$ cat src/rtl/led_sequencer.sv
// LED pattern controller: merges SPI byte writes and prescaled pattern steps
// (blink/rotate/count) into a single registered data/ack write port.
module led_sequencer #(
    parameter int DIV_W = 24
) (
    input  logic             clk_i,
    input  logic             rst_ni,
    input  logic [7:0]       spi_data_i,
    input  logic             spi_valid_i,
    input  logic [1:0]       mode_i,
    input  logic             enable_i,
    input  logic [DIV_W-1:0] div_i,
    output logic [7:0]       data_o,
    output logic             ack_o,
    output logic             step_o
);

    typedef enum logic [1:0] {
        ST_DIRECT,
        ST_RUN,
        ST_HOLD
    } state_e;

    localparam logic [1:0] MODE_DIRECT = 2'b00;
    localparam logic [1:0] MODE_BLINK  = 2'b01;
    localparam logic [1:0] MODE_ROTATE = 2'b10;
    localparam logic [1:0] MODE_COUNT  = 2'b11;

    logic [7:0]       r_seed;
    logic [7:0]       r_pat;
    logic             r_phase;
    logic [DIV_W-1:0] r_cnt;
    logic [1:0]       r_mode;
    logic [7:0]       r_data;
    logic             r_ack;
    logic             r_step;

    state_e           w_state;
    logic             w_modeChg;
    logic             w_terminal;
    logic [7:0]       w_seedNext;
    logic [7:0]       w_patNext;
    logic             w_phaseNext;
    logic [DIV_W-1:0] w_cntNext;
    logic [1:0]       w_modeNext;
    logic [7:0]       w_dataNext;
    logic             w_ackNext;
    logic             w_stepNext;

    // The operating state is a pure function of the registered mode and enable.
    always_comb begin
        w_state = ST_DIRECT;
        if (r_mode != MODE_DIRECT) begin
            w_state = enable_i ? ST_RUN : ST_HOLD;
        end
    end

    assign w_modeChg  = (mode_i != r_mode);
    assign w_terminal = (w_state == ST_RUN) && (r_cnt >= div_i);

    // Priority: SPI write, then mode change, then a pattern step; losers are dropped.
    always_comb begin
        w_seedNext  = r_seed;
        w_patNext   = r_pat;
        w_phaseNext = r_phase;
        w_cntNext   = r_cnt;
        w_modeNext  = r_mode;
        w_dataNext  = r_data;
        w_ackNext   = 1'b0;
        w_stepNext  = 1'b0;

        if (spi_valid_i) begin
            w_seedNext  = spi_data_i;
            w_patNext   = spi_data_i;
            w_phaseNext = 1'b0;
            w_cntNext   = '0;
            w_modeNext  = mode_i;
            w_dataNext  = spi_data_i;
            w_ackNext   = 1'b1;
        end else if (w_modeChg) begin
            w_modeNext  = mode_i;
            w_patNext   = r_seed;
            w_phaseNext = 1'b0;
            w_cntNext   = '0;
            w_dataNext  = r_seed;
            w_ackNext   = 1'b1;
        end else if (w_state == ST_RUN) begin
            if (w_terminal) begin
                w_cntNext  = '0;
                w_ackNext  = 1'b1;
                w_stepNext = 1'b1;
                case (r_mode)
                    MODE_BLINK: begin
                        w_phaseNext = ~r_phase;
                        w_dataNext  = r_phase ? r_seed : 8'h00;
                    end
                    MODE_ROTATE: begin
                        w_patNext  = {r_pat[6:0], r_pat[7]};
                        w_dataNext = {r_pat[6:0], r_pat[7]};
                    end
                    MODE_COUNT: begin
                        w_patNext  = r_pat + 8'd1;
                        w_dataNext = r_pat + 8'd1;
                    end
                    default: begin
                        w_ackNext  = 1'b0;
                        w_stepNext = 1'b0;
                    end
                endcase
            end else begin
                w_cntNext = r_cnt + DIV_W'(1);
            end
        end
    end

    always_ff @(posedge clk_i or negedge rst_ni) begin
        if (!rst_ni) begin
            r_seed  <= 8'h00;
            r_pat   <= 8'h00;
            r_phase <= 1'b0;
            r_cnt   <= '0;
            r_mode  <= MODE_DIRECT;
            r_data  <= 8'h00;
            r_ack   <= 1'b0;
            r_step  <= 1'b0;
        end else begin
            r_seed  <= w_seedNext;
            r_pat   <= w_patNext;
            r_phase <= w_phaseNext;
            r_cnt   <= w_cntNext;
            r_mode  <= w_modeNext;
            r_data  <= w_dataNext;
            r_ack   <= w_ackNext;
            r_step  <= w_stepNext;
        end
    end

    assign data_o = r_data;
    assign ack_o  = r_ack;
    assign step_o = r_step;

endmodule
$ cat config.mk
export PLATFORM = sky130hd
export DESIGN_NAME = led_sequencer
export DESIGN_NICKNAME = d
export VERILOG_FILES = /design/src/rtl/led_sequencer.sv
export SDC_FILE = /design/constraint.sdc
export NUM_CORES = 1
export LEC_CHECK = 0
export BUFFER_PORTS_ARGS = -buffer_cell sky130_fd_sc_hd__buf_2
export CAP_MARGIN = 20
export CORE_MARGIN = 4
export CORE_UTILIZATION = 30
export CTS_CLUSTER_DIAMETER = 40
export DETAILED_ROUTE_END_ITERATION = 16
export PLACE_DENSITY = 0.5
export SLEW_MARGIN = 10
export SYNTH_ARGS = -nofsm -noshare
export SYNTH_HDL_FRONTEND = slang
export SYNTH_SLANG_ARGS = --single-unit
export TNS_END_PERCENT = 10
$ cat constraint.sdc
create_clock -name clk_i -period 3.6 [get_ports clk_i]
set_clock_uncertainty 0.15 [all_clocks]
set_input_delay 0.54 -clock clk_i [delete_from_list [all_inputs] [get_ports clk_i]]
set_output_delay 0.54 -clock clk_i [all_outputs]
set_load 0.02 [all_outputs]
Yosys cells after proc, flatten, opt, wreduce, memory -nomap -nowiden
Cells that the tools add are included.
{"block": "word_totals", "regBits": 53, "word_cells": 60, "inputBits": 38}
{"block": "op_classes", "n_reduce_logical": 12, "magnitude_cmp": 1, "n_eq_ne": 5, "mux": 31, "addsub": 2, "bitwise": 1}
{"op": "two-way mux 24 bit", "n": 4}
{"op": "two-way mux 8 bit", "n": 9}
{"op": "adder 24 x 1 -> 24 bit, second input constant", "n": 1}
{"op": ">= comparator 24 bit", "n": 1}
{"op": "one-hot mux 8 bit (3 select lines)", "n": 1}
{"op": "one-hot mux 8 bit (2 select lines)", "n": 1}
{"op": "two-way mux 1 bit", "n": 12}
{"op": "AND reduction 3 bit", "n": 3}
{"op": "nonzero test 3 bit", "n": 3}
{"op": "adder 8 x 1 -> 8 bit, second input constant", "n": 1}
{"op": "two-way mux 2 bit", "n": 4}
{"op": "nonzero test 5 bit", "n": 1}
{"op": "equality test 2 x 1 -> 1 bit, second input constant", "n": 2}
{"op": "equality test 2 bit, second input constant", "n": 2}
{"op": "nonzero test 2 bit", "n": 2}
{"op": "nonzero test 4 bit", "n": 1}
{"op": "OR reduction 3 bit", "n": 1}
{"op": "inequality test 2 bit", "n": 1}
{"op": "logical AND 1 bit", "n": 1}
{"op": "NOT 1 bit", "n": 1}

Logic depth before layout (Yosys ltp)
Gate-level depths: netlist of run 1.
{"block": "depth", "word_depth": 8, "depth_mapped": 10, "mapped_depth_nobuf": 9}

Worst setup path after synthesis of run 1
OpenSTA, ideal clock, no wires.
{"block": "synth_timing", "path_type": "input -> register", "startpoint": "input port div_i[10]", "endpoint": "register r_data[1], in the netlist data_o[1]", "setup_time_ps": 128, "stages": 9, "arrival_time_ps": 2427, "path_slack_ps": 895, "required_time_ps": 3322, "path_cell_list": "inv_1 > ha_1 > and4_1 > o21ai_1 > or4_1 > a31oi_4 > o21ai_4 > nand2_4 > mux2_1"}
{"block": "synth_via", "elab_chain_len": 4}
{"element": "from (decl)", "line_no": "12", "text": "input logic [DIV_W-1:0] div_i,"}
{"element": ">= comparator 24 bit", "line_no": "59", "text": "assign w_terminal = (w_state == ST_RUN) && (r_cnt >= div_i);"}
{"element": "logical AND 1 bit", "line_no": "59"}
{"element": "nonzero test 3 bit (no source line)"}
{"element": "AND reduction 3 bit (no source line)"}
{"element": "to (signal assigned)", "line_no": "132", "text": "r_data <= w_dataNext;"}
{"element": "to (decl)", "line_no": "34", "text": "logic [7:0] r_data;"}
No other way between the ends.
A chain may end at the register's enable or synchronous reset.

Worst setup path after layout of run 1
{"block": "layout_timing", "startpoint": "register r_cnt[0]", "endpoint": "register r_data[2], in the netlist data_o[2]"}
{"block": "layout_via", "elab_chain_len": 4}
{"element": "from (decl)", "line_no": "32", "text": "logic [DIV_W-1:0] r_cnt;"}
{"element": "from (signal assigned)", "line_no": "130", "text": "r_cnt <= w_cntNext;"}
{"element": ">= comparator 24 bit", "line_no": "59"}
{"element": "logical AND 1 bit", "line_no": "59"}
{"element": "nonzero test 3 bit (no source line)"}
{"element": "AND reduction 3 bit (no source line)"}
No other way between the ends.

==> results.toml, run 1 <==
[run_status]
status = "finished, final reports clean"

[floorplanning]
initial_core_util = 0.307
fp.dieW_um = 116
rows = 39
io_pins = 48
die_area_um2 = 13500
fp.dieH_um = 116
core_um2 = 11500

[placed_design]
numPortBuffers = 47
gp_congestion = 0.792
dpl.hpwl_um = 6460
pre_cts_ws_ns = 0.449

[yosys]
yosys_warnings = 0
synth_area_um2 = 3520
ys_seq_elements = 53
syn_avg_cell_area_um2 = 8.96
syn_nets = 457
syn_inst = 393
synth_flop_cell = "dfrtp_1"
synth_cell_types = 63
synth-edff-count = 0
async_flop_share = 1.00
ys_seq_area_frac = 0.377

[timing]
worst_slack_ns = 0.610
worstMarginPinSlew_ns = 0.773
finalSetupViolCount = 0
fmax_ghz = 0.334
finalHoldViolCount = 0
setup-tns-final_ns = 0
fin_crit_sh = 0.831
drv_slew = 0
rsz0062_at_grt = "no"
period_needed_ns = 2.99
whs_ns = 0.0856
maxSlewHeadroom = 0.479

[clock_network]
cts_htree_levels = 2
clk_path_buf_depth = 2
insertion_delay_ns = 0.29
cts.hold.buffers_added = 0
cts_tree = "yes"
cts_root_buf = "clkbuf_16"
cts_buffers = 5
cts_resized = 0
path_clk_slew_ns = 0.07
clkSinkCount = 53
post_cts_buffers = 0

[worst_setup_path]
end_kind = "register"
worstSetupPathType = "register to register"
r2r_slack_ns = 0.61
crit_arrival_ns = 3.01
crit_required_ns = 3.62
reg2reg_depth = 10
critPathLaunchType = "register"
r2r_start = "r_cnt[0]$_DFFE_PN0N_"
r2r-end = "data_o[2]$_DFFE_PN0P_"
worst-path-max-fanout = 24

[pwr]
seq_power_share = 0.456
netSwitchingFraction = 0.278
fin_total_pwr_w = 0.00148
power.share.combinational = 0.167
power-per-cell-area_nw_per_um2 = 362
p_leak_nw = 1.87
p_clk_frac = 0.377
intPower_w = 0.00107
ir_drop_uv = 189
p_switching_w = 0.000411

[route]
finalWirelength_um = 8770
first_pass_iters = 4
drc_errors = 0
antenna_left = 0
first_iter_violations = 150
via_per_inst = 4.99
dr_total_vias = 2907
avgRoutedWirePerCell_um = 15.0

[cells_and_area]
n_antenna_cell = 0
area_delta_synth_final_pct = 16.1
layout-drive-gt1-share = 0.186
final_util = 0.356
fill_cells = 1147
nNetsFinal = 503

[min_path]
min_path_type = "primary input to asynchronous set/reset pin"

[global_route]
grt_usage = 0.137
grt_util_met1 = 0.196
grt_pass1_vias = 2950
antenna_found_initial = 0
busiest_layer = "met2"
grtUsageMet3 = 0.0192
grt_pass1_wl_um = 14800
grt_max_degree = 31
grt.met2_usage = 0.217
grt_overflow = 0

[flow_run]
drv_cap = 0
==> critical path, cell delays in order, from the launching register on <==
cell and delay (ns):
dfrtp_1 0.42, inv_1 0.06, ha_1 0.26, nand2b_1 0.14, a2111oi_0 0.51, or4_1 0.25, a31oi_4 0.17, o21ai_4 0.39
nand2_4 0.11, buf_4 0.23, a2bb2oi_1 0.16
==> through the flow <==
step                instances  area [um^2]
floorplan                 393         3520
global placement          575         3920
detailed placement        575         3920
CTS                       583         4090
global route              583         4090
finish                    583         4090
==> cells in the mapped netlist (2+ instances only) <==
| master | number | share of area |
|---|---|---|
| buf_2 | 3 | 0.0043 |
| or3_1 | 3 | 0.0053 |
| nand2_1 | 40 | 0.043 |
| nand2b_1 | 5 | 0.0089 |
| nand3_1 | 12 | 0.017 |
| o21a_1 | 3 | 0.0064 |
| and3_1 | 4 | 0.0071 |
| nor2b_1 | 2 | 0.0036 |
| nor2_1 | 41 | 0.044 |
| clkbuf_1 | 9 | 0.0096 |
| xor2_1 | 12 | 0.030 |
| a32o_1 | 2 | 0.0057 |
| mux2_2 | 5 | 0.016 |
| buf_4 | 3 | 0.0064 |
| a22oi_1 | 4 | 0.0085 |
| ha_1 | 26 | 0.092 |
| or4_1 | 2 | 0.0043 |
| dfrtp_1 | 53 | 0.38 |
| and2_1 | 2 | 0.0036 |
| a21boi_0 | 2 | 0.0043 |
| a21o_1 | 6 | 0.013 |
| a211oi_1 | 3 | 0.0064 |
| xnor2_1 | 12 | 0.030 |
| mux2_1 | 2 | 0.0064 |
| nand4_1 | 13 | 0.023 |
| inv_1 | 36 | 0.038 |
| a31oi_1 | 3 | 0.0053 |
| o21ai_0 | 20 | 0.028 |
| o31ai_1 | 2 | 0.0043 |
| and4_1 | 3 | 0.0075 |
| a21oi_1 | 20 | 0.028 |
| a2bb2oi_1 | 9 | 0.022 |
==> layout by cell type, fill, tap and decap left out, types with 8 or more instances in the layout <==
cell type | Yosys | routed
dfrtp_1 | 53 | 53
buf_2 | 3 | 47
nor2_1 | 41 | 41
nand2_1 | 40 | 40
inv_1 | 36 | 36
ha_1 | 26 | 26
a21oi_1 | 20 | 20
o21ai_0 | 20 | 20
nand4_1 | 13 | 13
xnor2_1 | 12 | 12
nand3_1 | 12 | 12
xor2_1 | 12 | 12
a2bb2oi_1 | 9 | 9
buf_4 | 3 | 8
==> how the worst max path moves through the flow <==
stage / start / endpoint
global route: r_cnt[0]$_DFFE_PN0N_ / data_o[2]$_DFFE_PN0P_
detailed placement: div_i[0] / data_o[4]$_DFFE_PN0P_
finish: r_cnt[0]$_DFFE_PN0N_ / data_o[2]$_DFFE_PN0P_
floorplan: div_i[10] / data_o[1]$_DFFE_PN0P_
CTS: r_cnt[0]$_DFFE_PN0N_ / data_o[2]$_DFFE_PN0P_
global placement: div_i[0] / r_pat[6]$_DFFE_PN0P_
==> area by class of cell <==
| class | count | area, um^2 | share of cell area |
|---|---|---|---|
| Clock buffer | 6 | 129 | 0.0315 |
| Clock inverter | 2 | 38.8 | 0.00949 |
| Inverter | 36 | 135 | 0.0331 |
| Multi-Input combinational cell | 288 | 1980 | 0.485 |
| Sequential cell | 53 | 1330 | 0.324 |
| Tap cell | 143 | 179 | 0.0438 |
| Timing Repair Buffer | 55 | 295 | 0.0722 |
==> power by group through the flow <==
| stage | sequential, W | combinational [W] | clock (W) |
|---|---|---|---|
| floorplan | 0.000681 | 0.000156 | 0 |
| global placement | 0.000684 | 0.000247 | 0 |
| detailed placement | 0.000684 | 0.000249 | 0 |
| CTS | 0.000673 | 0.000250 | 0.000570 |
| global route | 0.000682 | 0.000279 | 0.000592 |
| finish | 0.000674 | 0.000247 | 0.000557 |
==> kinds of logic (layout without fill, tap and decap cells) <==
kind of cell | Yosys count | after routing | share of synthesized area
and+or+nand+nor | 138 | 138 | 0.192
xor gates and xnor gates | 24 | 24 | 0.0597
muxes | 7 | 7 | 0.0224
DFF | 53 | 53 | 0.377
adders and majority gates | 26 | 26 | 0.0924
AOI/OAI and AO/OA | 93 | 93 | 0.197
buffers and inverters | 52 | 99 | 0.0597
==> per-layer routing <==
metal	vias to the layer above	routed length, um	share of wire
li1	1484	-	-
met1	1366	4350	0.50
met2	50	4040	0.46
met3	7	304	0.035
met4	0	77	0.0088
met5	-	0	0
==> state kept, by name, summed over array words and instances, names as in the netlist <==
name,flops
r_cnt,24
data_o,8
r_pat,8
r_seed,8
r_mode,2
ack_o,1
r_phase,1
step_o,1
(Power assumes the default switching activity.)
==> run 2, diff against run 1 <==
==> constraint.sdc (replaced) <==
create_clock -name clk_i -period 3.1 [get_ports clk_i]
set_clock_uncertainty 0.15 [all_clocks]
set_input_delay 0.465 -clock clk_i [delete_from_list [all_inputs] [get_ports clk_i]]
set_output_delay 0.465 -clock clk_i [all_outputs]
set_load 0.02 [all_outputs]
==> results.toml, run 2 (synthesis results as in run 1) <==
[run_status]
status = "finished, final reports clean"

[pwr]
power-per-cell-area_nw_per_um2 = 419
p_switching_w = 0.000485
p_leak_nw = 1.89
netSwitchingFraction = 0.281
ir_drop_uv = 218
seq_power_share = 0.452
power.share.combinational = 0.169
intPower_w = 0.00124
p_clk_frac = 0.379
fin_total_pwr_w = 0.00173

[min_path]
min_path_type = "primary input to asynchronous set/reset pin"

[clock_network]
path_clk_slew_ns = 0.07
cts_htree_levels = 2
clkSinkCount = 53
cts_root_buf = "clkbuf_16"
cts_buffers = 5
insertion_delay_ns = 0.30
cts.hold.buffers_added = 0
cts_resized = 0
post_cts_buffers = 0
clk_path_buf_depth = 2
cts_tree = "yes"

[cells_and_area]
final_cell_mix = "dfrtp_1, buf_2, nor2_1"
layout_commonest_cell = "dfrtp_1"
fill_cells = 1195
area_delta_synth_final_pct = 17.0
regMostFlops = "r_cnt"
n_antenna_cell = 0
largest_reg_flops = 24
layout-drive-gt1-share = 0.194
nNetsFinal = 507

[route]
avgRoutedWirePerCell_um = 15.0
dr_total_vias = 2968
first_pass_iters = 4
via_per_inst = 5.06
antenna_left = 0
finalWirelength_um = 8780
first_iter_violations = 129
drc_errors = 0

[timing]
finalHoldViolCount = 0
setup-tns-final_ns = 0
finalSetupViolCount = 0
fmax_ghz = 0.348
period_needed_ns = 2.87
fin_crit_sh = 0.927
worstMarginPinSlew_ns = 0.838
rsz0062_at_grt = "no"
maxSlewHeadroom = 0.441
drv_slew = 0

[global_route]
grt_overflow = 0
grt_max_degree = 37
grt_usage = 0.134
grt_pass1_vias = 2949
grt_pass1_wl_um = 14300
antenna_found_initial = 0

[worst_setup_path]
worstSetupPathType = "register to register"
crit_arrival_ns = 2.94
critPathLaunchType = "register"
crit_required_ns = 3.17
worst-path-max-fanout = 13
end_kind = "register"

[placed_design]
numPortBuffers = 47
gp_congestion = 0.802
dpl.hpwl_um = 6560

[flow_run]
drv_cap = 0

[floorplanning]
core_um2 = 11500
rows = 39
fp.dieW_um = 116
fp.dieH_um = 116
initial_core_util = 0.307
io_pins = 48
die_area_um2 = 13500
-- run 2: cell types whose count changed in the layout (fill, tap and decap cells not counted), sizes merged --
cell / previous run / this run
buf: 55 / 59
-- run 2: through the flow --
| stage | hold slack [ns] | setup WS (ns) | util | std cells | instance area [um^2] |
|---|---|---|---|---|---|
| after floorplan | 0.0194 | 0.470 | - | 393 | 3520 |
| after global placement | 0.338 | 0.179 | 0.344 | 579 | 3950 |
| after detailed placement | 0.327 | 0.0862 | 0.344 | 579 | 3950 |
| after CTS | 0.142 | 0.217 | 0.359 | 587 | 4120 |
| after global routing | 0.172 | 0.0952 | 0.359 | 587 | 4120 |
| final | 0.113 | 0.225 | 0.359 | 587 | 4120 |
-- run 2: worst max-delay path, cell delays in order, from the launching register on --
cell       delay [ns]
dfrtp_1          0.44
ha_1             0.31
and4_1           0.25
o21ai_1          0.07
or4_1            0.45
a31oi_4          0.37
o21ai_4          0.19
nand2_4          0.14
buf_4            0.22
a2bb2oi_1        0.18
-- run 2: power by group through the flow --
stage                     clock [W]  combinational (W)  sequential [W]
final                      0.000654           0.000292        0.000781
after CTS                  0.000668           0.000297        0.000780
after floorplan                   0           0.000181        0.000791
after global routing       0.000698           0.000328        0.000789
after global placement            0           0.000292        0.000795
after detailed placement          0           0.000296        0.000793
-- run 2: area by class of cell --
cell class	instances	area, um^2	area share
Timing Repair Buffer	59	325	0.0790
Inverter	36	135	0.0328
Tap cell	143	179	0.0435
Sequential cell	53	1330	0.322
Multi-Input combinational cell	288	1980	0.482
Clock buffer	6	129	0.0313
Clock inverter	2	38.8	0.00942
-- run 2: worst paths after layout --
| kind | from | to | slack (ns) | cells after the start |
|---|---|---|---|---|
| setup reg to reg | r_cnt[9]$_DFFE_PN0N_ | data_o[4]$_DFFE_PN0P_ | 0.23 | 9 |
| setup / recovery | r_cnt[9]$_DFFE_PN0N_ | data_o[4]$_DFFE_PN0P_ | 0.23 | 9 |
| min in group clk_i | mode_i[1] | r_mode[1]$_DFFE_PN0N_ | 0.18 | 1 |
| hold / removal | rst_ni | r_cnt[10]$_DFFE_PN0N_ | 0.11 | 1 |
| hold reg to reg | data_o[1]$_DFFE_PN0P_ | data_o[1]$_DFFE_PN0P_ | 0.34 | 1 |
| max in group asynchronous | rst_ni | data_o[1]$_DFFE_PN0P_ | 1.97 | 2 |
-- run 2: layer usage --
| metal | track usage | vias to the layer above | wire [um] |
|---|---|---|---|
| met2 | 0.213 | 66 | 4060 |
| li1 | - | 1487 | - |
| met3 | 0.0311 | 9 | 334 |
| met1 | 0.187 | 1406 | 4310 |
| met4 | 0.0309 | 0 | 78 |
| met5 | 0 | - | 0 |
